<file path="src/rtl/wave_shape_classifier.sv">
// Windowed mean-square accumulator with a restoring divider producing the crest ratio Vpp^2/MS (Q4.4).
// Optional macro WAVE_CLASS_HYST_EN: wave_type only changes after two consecutive identical classifications.
module wave_shape_classifier #(
    parameter int DATA_W   = 8,
    parameter int LOG2_N   = 6,
    parameter int MIN_VPP  = 8,
    parameter int SQR_TOL  = 16,
    parameter int SINE_TOL = 16,
    parameter int TRI_TOL  = 16
) (
    input  logic                     clk,
    input  logic                     rst,
    input  logic                     sample_en,
    input  logic signed [DATA_W-1:0] sample,
    input  logic [DATA_W-1:0]        vpp,
    output logic                     result_valid,
    output logic [1:0]               wave_type,
    output logic [7:0]               papr,
    output logic [2*DATA_W-1:0]      ms,
    output logic                     overrun
);

    localparam int SQ_W   = 2 * DATA_W;
    localparam int ACC_W  = SQ_W + LOG2_N;
    localparam int NUM_W  = SQ_W + 4;
    localparam int ITER_W = $clog2(NUM_W + 1);

    typedef enum logic [1:0] {ACCUM, DIV, CLASS} state_t;

    state_t             state;
    logic [ACC_W-1:0]   acc;
    logic [LOG2_N-1:0]  cnt;
    logic [SQ_W-1:0]    ms_l;
    logic [DATA_W-1:0]  vpp_l;
    logic               pending;
    logic               skip;
    logic [NUM_W-1:0]   quo;
    logic [SQ_W-1:0]    rem;
    logic [ITER_W-1:0]  iter;
`ifdef WAVE_CLASS_HYST_EN
    logic [1:0]         hist;
`endif

    logic signed [SQ_W-1:0] prod;
    logic [ACC_W-1:0]       acc_sum;
    logic                   window_end;
    logic [SQ_W-1:0]        vpp_sq;
    logic [SQ_W:0]          rem_shift;
    logic                   rem_ge;
    logic [SQ_W-1:0]        rem_next;
    logic [7:0]             papr_now;
    logic [1:0]             class_now;

    function automatic logic near(input logic [7:0] p, input int target, input int tol);
        int diff;
        diff = int'(p) - target;
        return (diff <= tol) && (diff >= -tol);
    endfunction

    assign prod       = SQ_W'(sample) * SQ_W'(sample);
    assign acc_sum    = acc + ACC_W'($unsigned(prod));
    assign window_end = sample_en && (&cnt);
    assign vpp_sq     = SQ_W'(vpp_l) * SQ_W'(vpp_l);

    // The quotient register doubles as the numerator shift register, MSB first.
    assign rem_shift = {rem, quo[NUM_W-1]};
    assign rem_ge    = rem_shift >= {1'b0, ms_l};
    assign rem_next  = rem_ge ? SQ_W'(rem_shift - {1'b0, ms_l}) : rem_shift[SQ_W-1:0];
    assign papr_now  = (|quo[NUM_W-1:8]) ? 8'hFF : quo[7:0];

    always_comb begin
        class_now = 2'b00;
        if (skip)
            class_now = 2'b00;
        else if (near(papr_now, 64, SQR_TOL))
            class_now = 2'b10;
        else if (near(papr_now, 128, SINE_TOL))
            class_now = 2'b01;
        else if (near(papr_now, 192, TRI_TOL))
            class_now = 2'b11;
    end

    always_ff @(posedge clk or posedge rst) begin
        if (rst) begin
            state        <= ACCUM;
            acc          <= '0;
            cnt          <= '0;
            ms_l         <= '0;
            vpp_l        <= '0;
            pending      <= 1'b0;
            skip         <= 1'b0;
            quo          <= '0;
            rem          <= '0;
            iter         <= '0;
            result_valid <= 1'b0;
            wave_type    <= 2'b00;
            papr         <= 8'd0;
            ms           <= '0;
            overrun      <= 1'b0;
`ifdef WAVE_CLASS_HYST_EN
            hist         <= 2'b00;
`endif
        end else begin
            result_valid <= 1'b0;
            overrun      <= 1'b0;

            case (state)
                ACCUM: begin
                    if (pending) begin
                        pending <= 1'b0;
                        if ((ms_l != '0) && (vpp_l >= DATA_W'(MIN_VPP))) begin
                            state <= DIV;
                            quo   <= {vpp_sq, 4'b0000};
                            rem   <= '0;
                            iter  <= '0;
                            skip  <= 1'b0;
                        end else begin
                            state <= CLASS;
                            skip  <= 1'b1;
                        end
                    end
                end
                DIV: begin
                    quo  <= {quo[NUM_W-2:0], rem_ge};
                    rem  <= rem_next;
                    iter <= iter + ITER_W'(1);
                    if (iter == ITER_W'(NUM_W - 1))
                        state <= CLASS;
                end
                CLASS: begin
                    papr         <= skip ? 8'd0 : papr_now;
                    ms           <= ms_l;
                    result_valid <= 1'b1;
`ifdef WAVE_CLASS_HYST_EN
                    if (class_now == hist)
                        wave_type <= class_now;
                    hist <= class_now;
`else
                    wave_type <= class_now;
`endif
                    state <= ACCUM;
                end
                default: state <= ACCUM;
            endcase

            // Accumulation never stalls; a window ending while busy is dropped but still restarts the count.
            if (sample_en) begin
                if (window_end) begin
                    acc <= '0;
                    cnt <= '0;
                    if (state == ACCUM) begin
                        ms_l    <= SQ_W'(acc_sum >> LOG2_N);
                        vpp_l   <= vpp;
                        pending <= 1'b1;
                    end else begin
                        overrun <= 1'b1;
                    end
                end else begin
                    acc <= acc_sum;
                    cnt <= cnt + LOG2_N'(1);
                end
            end
        end
    end

endmodule

</file>
<file path="config.mk">
export PLATFORM = sky130hd
export DESIGN_NAME = wave_shape_classifier
export DESIGN_NICKNAME = d
export VERILOG_FILES = /design/src/rtl/wave_shape_classifier.sv
export SDC_FILE = /design/constraint.sdc
export NUM_CORES = 1
export LEC_CHECK = 0
export BUFFER_PORTS_ARGS = -buffer_cell sky130_fd_sc_hd__buf_2
export CAP_MARGIN = 20
export CORE_UTILIZATION = 25
export CTS_BUF_LIST = sky130_fd_sc_hd__clkbuf_4
export DETAILED_ROUTE_END_ITERATION = 6
export HOLD_SLACK_MARGIN = 0.05
export PLACE_DENSITY = 0.48
export SLEW_MARGIN = 20
export SYNTH_ARGS = -nofsm -noshare
export SYNTH_HDL_FRONTEND = slang
export SYNTH_SLANG_ARGS = --single-unit
</file>
<file path="constraint.sdc">
create_clock -name clk -period 4.2 [get_ports clk]
set_input_delay 0.42 -clock clk [delete_from_list [all_inputs] [get_ports clk]]
set_output_delay 0.42 -clock clk [all_outputs]
set_load 0.05 [all_outputs]
</file>
==> metrics.txt, run 1 <==
initial antenna violation count 2; Max Cap Viol 0; synthesized area 11100 um^2; Rows 76; Slowest-stage cell, CP fa_2; die footprint 45200 um^2; port buffer count 46; vias per cell 4.65; outcome complete, but fails checks; Worst R2R End quo[17]$_DFFE_PP0P_; violated checks negative setup slack; Placement Setup Slack -1.55 ns; post-DP HPWL 20800 um; critical path required time 4.65 ns; Synth Flop Type dfrtp_1; post-synthesis sequential area ratio 28.2%; min-delay src sample_en; Avg Cell Area, Syn 8.97 um^2; total track usage approximately 13%; Post-synth EDFFs 0; Finished Core Util 33.2%; Initial Util approximately a quarter; final worst slack -0.812 ns; critical path's largest stage delay around 0.6 ns; core area about 43000 um^2; skew final 0.0237 ns; critical path endpoint category flop; CTS buffer count 17; Post-Synthesis Net Count ~1400; Vias 9317; post-synth cell types 80; hold slack 0.235 ns; die height 213 um; RSZ-0062 raised after global routing true; Worst-Skew Late Latency ~0.58 ns; vias in the first global route 9411; WL final ~28000 um; clk slew on worst S/H paths 0.14 ns; CTS tree built; Die X 213 um; post-route ant nets 0; drt wl/cell 13.9 um; Hold EP acc[1]$_DFFE_PP0P_; layout cells sized above 1 between 20% and 30%; max-slew violation count 0; DRC Markers 0; Cells after Synth 1237; asr flop ratio synth 100%; Worst Setup Start Kind input pin; worst path arrival time approximately 5.5 ns; R2R Path Start vpp_l[1]$_DFFE_PP0P_; largest net degree at the start of global routing 78; Final Wtd Congestion 0.832; f_max 200 MHz; CP max FO 6; NumNets Final 1594; R2R Setup Slk 0.18 ns; fin crit period 5.01 ns; final worst-path cycle share 119%; Least-Margin Pin Slew 1.04 ns; Final Hold Fails 0; clock root buffer clkbuf_4; hold depth 3; CP Class in -> reg; Sink Count 125; Iteration-0 DRC Markers 458; final setup fails 26; remaining global-route overflow 0; slew margin rel. 30.6%; I/O pin cnt 47; crit-path cells buf_12 > buf_4 > nand2_4 > inv_2 > fa_2 > inv_2 > fa_1 > fa_1 > fa_1 > inv_2 > ha_4 > and2_4 > a22o_1 > a311oi_4 > buf_4 > a21oi_2 > xnor2_2 > ha_4 > a21oi_4 > nand2_4 > nor2_1 > a32o_2 > o311a_1 > a211o_1; H-tree levels 4; YS warnings 0; Area Overhead vs Synth 30.0%; worst reg2reg path depth 12; synthesized flop and latch total 125; global-route wire length before repair 47100 um; TritonRoute pass-1 iters 5; Clock Tree Buf Depth 2; Hold Path Class in -> reg
-- cells in the mapped netlist (7+ instances only) --
master,instances,area (um^2)
o31ai_1,8,60.1
a211oi_1,10,75.1
xnor2_1,45,394
nor2b_1,13,81.3
nand2_1,143,537
mux2i_1,8,80.1
nand3_1,16,80.1
fa_1,70,1400
nor2_1,63,236
nand4_1,15,93.8
a21oi_1,49,245
o2111ai_1,8,70.1
clkbuf_1,39,146
o21ai_0,72,360
ha_1,99,1240
o2bb2ai_1,13,114
nand2b_1,13,81.3
and2_1,39,244
nor4_1,10,62.6
a22o_1,9,78.8
inv_1,148,556
a21o_1,13,97.6
o21ai_1,10,50.1
nor3_1,27,135
o21a_1,17,128
or3_1,14,87.6
dfrtp_1,125,3130
a31oi_1,7,43.8
o211ai_1,16,120
xor2_1,14,123
-- area by class of cell --
class                   instances  area (um^2)
diodes                          1         2.50
clock buffers                  18          135
clock inverters                14          135
fillers                      4540        29000
inverters                     149          572
multi-input cells             915         8160
flip-flops and latches        125         3130
well taps                     585          732
repair buffers                198         1560
-- stage by stage --
stage	cell area (um^2)	instances	setup TNS (ns)
3_5_place_dp	13100	1938	-34.96
3_3_place_gp	13100	1938	-32.94
5_1_grt	14400	2005	-17.69
2_1_floorplan	11400	1237	-20.15
6_report	14400	2005	-14.35
4_1_cts	13900	1990	-13.03
-- worst max-delay path: cells and delay by family --
kind                       cells  cell delay [ns]
buffers and inverters          6             0.52
adders and majority gates      6             2.64
xor gates and xnor gates       1             0.16
AOI/OAI and AO/OA              7             1.36
and+or+nand+nor                4             0.33
-- registers in the layout (all words and copies together), names as in the netlist, named ones only --
signal / flops
acc: 22
quo: 20
ms: 16
ms_l: 16
rem: 16
papr: 8
vpp_l: 8
cnt: 6
iter: 5
state: 2
wave_type: 2
overrun: 1
result_valid: 1
skip: 1
-- how the worst max path moves through the flow --
stage,start,endpoint,slack (ns)
global placement,sample[5],acc[21]$_DFFE_PP0P_,-1.41
CTS,sample[7],acc[21]$_DFFE_PP0P_,-0.77
global route,sample[7],acc[21]$_DFFE_PP0P_,-0.94
finish,sample[7],acc[21]$_DFFE_PP0P_,-0.81
floorplan,sample[0],acc[21]$_DFFE_PP0P_,-1.19
detailed placement,sample[3],acc[21]$_DFFE_PP0P_,-1.55
-- logic make-up (layout without fill, tap and decap cells) --
family / count (synthesis) / in the layout / share of synthesized area (%)
DFF: 125 / 125 / 28.2
muxes: 14 / 14 / 1.33
other: 0 / 1 / 0
and+or+nand+nor: 375 / 375 / 16.5
buffers and inverters: 197 / 379 / 6.86
adders and majority gates: 169 / 169 / 23.8
AOI/OAI and AO/OA: 298 / 298 / 18.7
xor gates and xnor gates: 59 / 59 / 4.66
-- layout by cell type, fill, tap and decap left out, types with 24 or more instances in the layout --
| master | netlist | final |
|---|---|---|
| dfrtp_1 | 125 | 121 |
| xnor2_1 | 45 | 35 |
| and2_1 | 39 | 26 |
| ha_1 | 99 | 77 |
| nor3_1 | 27 | 24 |
| buf_4 | 0 | 127 |
| nor2_1 | 63 | 57 |
| nand2_1 | 143 | 132 |
| a21oi_1 | 49 | 35 |
| inv_1 | 148 | 127 |
| o21ai_0 | 72 | 52 |
| fa_1 | 70 | 65 |
| buf_2 | 5 | 38 |
-- metal layers --
metal	track usage, %	routed length [um]
met1	16.8	13200
met5	0	8
met2	22.1	13700
met4	2.83	312
met3	1.84	632
-- what timing repair did --
item	CTS	global route
hold buffers	9	0
setup endpoints to repair	28	33
gates cloned	1	0
gates resized for setup	86	87
hold endpoints to repair	83	0
buffers inserted	11	14
pin swaps	44	48
Power of run 1 is not shown: default switching activity piles up to over one toggle a cycle in this logic, so the estimate is an artifact.
==> inputs of run 2 (changes only) <==
CTS_BUF_LIST = sky130_fd_sc_hd__clkbuf_8 sky130_fd_sc_hd__clkbuf_16   (was sky130_fd_sc_hd__clkbuf_4)
TNS_END_PERCENT = 1   (was default)
==> metrics.txt, run 2 (synthesized netlist as in run 1, its figures left out) <==
Iteration-0 DRC Markers ~500; die footprint 45200 um^2; DRC Markers 0; max FFs per register 22; clock root buffer clkbuf_16; antenna cell count 0; largest net degree at the start of global routing 78; Least-Margin Pin Slew 0.964 ns; non-filler cells, final a little under 2000; drt wl/cell 13.8 um; PwrDens 943 nW/um^2; core area 43500 um^2; Vias 9144; CTS buffer count 17; initial antenna violation count 1; die height about 210 um; max-slew violation count 0; R2R Setup Slk approximately 0.090 ns; M2 GR Usage approximately 22%; remaining global-route overflow 0; Rows 76; CP max FO 6; Initial Util 25.5%; CP Class in -> reg; critical path's largest stage delay 0.60 ns; slew margin rel. between 30% and 40%; crit-path cells buf_8 > buf_6 > and2_4 > fa_2 > inv_2 > fa_1 > fa_1 > fa_1 > inv_2 > ha_4 > and2_4 > a22o_1 > a311oi_4 > a21oi_2 > xnor2_2 > ha_4 > a21oi_4 > nand2_2 > nor2_1 > a32o_2 > o311a_1 > a211o_1; leading registers by flop count acc x22, quo x20; most frequent cells in the layout inv_1 (137), nand2_1 (137), dfrtp_1 (124); Peak VDD IR 622 uV; final setup fails 26; critical path endpoint category flop; global-route wire length before repair between 40000 and 50000 um; TritonRoute pass-1 iters 5; critical path required time 4.52 ns; Worst R2R End quo[15]$_DFFE_PP0P_; met3 global-route usage between 2 and 2.5%; cell mode on critical path fa_1; grt peak-use layer met2; fin crit period 5.13 ns; H-tree levels 4; layout cells sized above 1 23.0%; Setup TNS -17.33 ns; post-route ant nets 0; vias per cell approximately 4.6; R2R Path Start vpp_l[6]$_DFFE_PP0P_; Die X between 200 and 250 um; worst path arrival time 5.45 ns; Finished Core Util 32.1%; post-DP HPWL 20700 um; violated checks negative setup slack; WL final 27400 um; met1 Use GR 16.4%; Worst-Skew Late Latency 0.43 ns; Clock Tree Buf Depth 2; Max Cap Viol 0; Bufs and invs on worst path 4; Biggest register acc; final worst slack -0.934 ns; Worst Setup Start Kind input pin; worst reg2reg path depth 11; delay-heaviest family, CP adder cells; port buffer count between 40 and 50; total track usage 12.8%; LEAKAGE 6.47 nW; f_max around 190 MHz; clk slew on worst S/H paths around 0.06 ns; crit path launch sample[4]; final worst-path cycle share 122%; Hold Path Class in -> async; Slowest-stage cell, CP fa_2; outcome complete, but fails checks; Sink Count 125; RSZ-0062 raised after global routing true; Final Hold Fails 0; vias in the first global route 9405; NumNets Final 1567; placed cells 1935; skew final 0.00997 ns; I/O pin cnt 47; Fillers between 4000 and 5000; Area Overhead vs Synth 25.6%; CTS tree built; Final Wtd Congestion 0.866
==> run 2: final cells by class <==
cell class / instances / area (um^2) / area share, %
Tap cell: 585 / 732 / 5.25
Timing Repair Buffer: 170 / 1200 / 8.61
Multi-Input combinational cell: 916 / 7770 / 55.8
Clock inverter: 15 / 115 / 0.826
Inverter: 149 / 564 / 4.05
Sequential cell: 125 / 3130 / 22.5
Clock buffer: 17 / 425 / 3.05
==> run 2: through the flow <==
stage / power [mW] / worst slack, ns / hold slack [ns] / instance area [um^2]
final: 13.1 / -0.934 / 0.116 / 13900
after global routing: 14.3 / -1.15 / 0.184 / 13900
after CTS: 12.8 / -0.946 / 0.156 / 13800
after detailed placement: 10.4 / -1.66 / 0.460 / 13000
after global placement: 10.4 / -1.64 / 0.452 / 13000
after floorplan: 7.43 / -1.22 / 0.453 / 11300
==> run 2: worst max path at each step <==
stage               cells after the start  slack, ns                    to
CTS                                    22      -0.95  ms_l[10]$_DFFE_PP0P_
finish                                 22      -0.93   acc[21]$_DFFE_PP0P_
detailed placement                     21      -1.66   acc[20]$_DFFE_PP0P_
global route                           22      -1.15  ms_l[10]$_DFFE_PP0P_
global placement                       23      -1.64  ms_l[15]$_DFFE_PP0P_
floorplan                              23      -1.22   acc[21]$_DFFE_PP0P_
==> run 2: per-layer routing <==
metal	vias to the layer above	wire (um)	part of all wire [%]
met5	-	12	0.044
met4	2	338	1.2
met3	33	755	2.8
met2	121	13300	49
met1	4418	12900	47
li1	4570	-	-
==> run 2: where the power goes <==
| group | internal (mW) | total (mW) | switching [mW] |
|---|---|---|---|
| Combinational | 4.80 | 9.89 | 5.09 |
| Clock | 0.762 | 1.39 | 0.624 |
| Sequential | 1.56 | 1.87 | 0.310 |
==> run 2: repair_timing <==
item,in CTS,in global routing
endpoints found under the hold margin,0,0
buffers inserted,9,0
resized for setup,54,34
hold buffers,0,0
cloned,1,0
pin swaps,55,11
setup endpoints to repair,32,37
Note: power is estimated with default switching activity, not from simulation.
==> inputs of run 3 (changes only) <==
CORE_MARGIN = 5   (was default)
CORE_UTILIZATION = 41   (was 25)
PLACE_DENSITY = 0.67   (was 0.48)
==> metrics.txt, run 3 (synthesized netlist as in run 1, its figures left out) <==
core area 26800 um^2; layout cells sized above 1 21.7%; clk slew on worst S/H paths 0.06 ns; H-tree levels 4; largest net degree at the start of global routing 70; PwrDens about 940 nW/um^2; final worst slack -1.02 ns; Worst Setup Start Kind input pin; RSZ-0062 raised after global routing true; delay-heaviest family, CP adder cells; Iteration-0 DRC Markers just under 500; antenna cell count 0; Vias between 9000 and 10000; Least-Margin Pin Slew 1.02 ns; max-slew violation count 0; TritonRoute pass-1 iters 5; Biggest register acc; CTS tree built; I/O pin cnt 47; vias in the first global route 9440; Placement Setup Slack -1.62 ns; initial antenna violation count 1; most frequent cells in the layout nand2_1 (137), inv_1 (133), dfrtp_1 (125); leading registers by flop count acc x22, quo x20; Area Overhead vs Synth 23.0%; crit-path cells buf_12 > and2_4 > xnor2_2 > ha_1 > fa_1 > fa_1 > inv_1 > fa_1 > inv_2 > ha_4 > o21ai_2 > o21bai_2 > or3_4 > a311oi_4 > xnor2_1 > ha_1 > a211oi_2 > o211ai_1 > o21ba_4 > o31a_1 > buf_4 > or3_1 > a31oi_1; skew final 0.00691 ns; clock root buffer clkbuf_16; CTS buffer count 17; post-route ant nets 0; die height 175 um; vias per cell about 5.4; max FFs per register 22; critical path's largest stage delay 0.49 ns; fin crit period 5.22 ns; Hold Path Class in -> async; post-DP HPWL 19600 um; critical path required time 4.54 ns; Fillers roughly 2400; CTS Hold Buffers Added 0; LEAKAGE between 6 and 7 nW; cell mode on critical path fa_1; port buffer count 46; commonest non-fill, non-tap cell in the layout nand2_1; critical path endpoint category flop; Clock Tree Buf Depth 2; Worst-Skew Late Latency 0.42 ns; drt wl/cell 15.1 um; Finished Core Util 50.9%; remaining global-route overflow 0; Initial Util 41.4%; Bufs and invs on worst path 4; Die X 175 um; Final Wtd Congestion 0.871; violated checks negative setup slack; Rows 60; outcome complete, but fails checks; DRC Markers 0; non-filler cells, final 1732; Peak VDD IR 737 uV; NumNets Final approximately 1600; slew margin rel. 31.8%; worst path arrival time 5.56 ns; die footprint 30500 um^2; Sink Count 125; final worst-path cycle share 124%; Slowest-stage cell, CP fa_1; final setup fails 27; placed cells 1688; total track usage 17.2%; CP max FO 13; f_max 192 MHz; Max Cap Viol 0; Final Hold Fails 0; global-route wire length before repair 44400 um; CP Class in -> reg; WL final 26100 um; hold slack ~0.17 ns
[run 3: changes by cell type in the layout (fill, tap and decap cells not counted), sizes merged]
cell / delta
o31a: -1
inv: -4
bufinv: +5
clkinv: -2
clkinvlp: -1
clkbuf: +2
[run 3: report_power, final]
group          internal (mW)  total [mW]  switching, mW
Sequential              1.56        1.87          0.308
Clock                   1.09        1.67          0.581
Combinational           4.54        9.33           4.79
[run 3: through the flow]
step | power (mW) | cell area [um^2] | setup TNS [ns]
after floorplan | 7.43 | 11300 | -21.93
after global placement | 9.99 | 12600 | -34.45
after detailed placement | 10.2 | 12600 | -36.44
after CTS | 12.5 | 13500 | -17.11
after global routing | 14.0 | 13700 | -25.63
final | 12.9 | 13700 | -17.76
[run 3: final timing paths]
kind                                 startpoint                   end  slack (ns)  cells after the start
min in group clk                         vpp[2]  vpp_l[2]$_DFFE_PP0P_        0.19                      3
hold / removal                              rst    ms[11]$_DFFE_PP0P_        0.17                      2
max in group asynchronous                   rst    quo[1]$_DFFE_PP0P_        3.05                      3
setup / recovery                      sample[7]  ms_l[14]$_DFFE_PP0P_       -1.02                     23
hold reg to reg             papr[5]$_DFFE_PP0P_   papr[5]$_DFFE_PP0P_        0.46                      2
setup reg to reg           vpp_l[5]$_DFFE_PP0P_   quo[15]$_DFFE_PP0P_        0.01                     11
[run 3: repair_timing]
action / in CTS / in global routing
setup buffers: 5 / 7
endpoints found under the setup margin: 28 / 37
resized for setup: 57 / 18
pin swaps: 38 / 25
[run 3: worst register-to-register path, stage by stage, from the launching register on]
cell and delay [ns]:
dfrtp_1 0.46, and2_1 0.21, fa_1 0.49, fa_1 0.53, fa_1 0.52, fa_1 0.50
ha_1 0.36, or3_1 0.38, o211ai_1 0.10, xor2_1 0.18, o21ai_0 0.09, mux2_2 0.28
[run 3: routing by layer]
| layer | vias up | GRT usage [%] | wire [um] |
|---|---|---|---|
| met5 | - | 0 | 13 |
| met4 | 2 | 4.19 | 416 |
| met3 | 35 | 2.89 | 842 |
| met2 | 152 | 30.6 | 13300 |
| met1 | 4535 | 21.9 | 11500 |
| li1 | 4572 | - | - |
[run 3: area by class of cell]
| class | instances | area [um^2] | area share (%) |
|---|---|---|---|
| inverter | 149 | 564 | 4.13 |
| tap | 341 | 427 | 3.13 |
| multi-input combinational | 915 | 7630 | 55.9 |
| clock inverter | 13 | 211 | 1.55 |
| timing repair buffer | 170 | 1240 | 9.08 |
| clock buffer | 19 | 453 | 3.32 |
| sequential | 125 | 3130 | 22.9 |
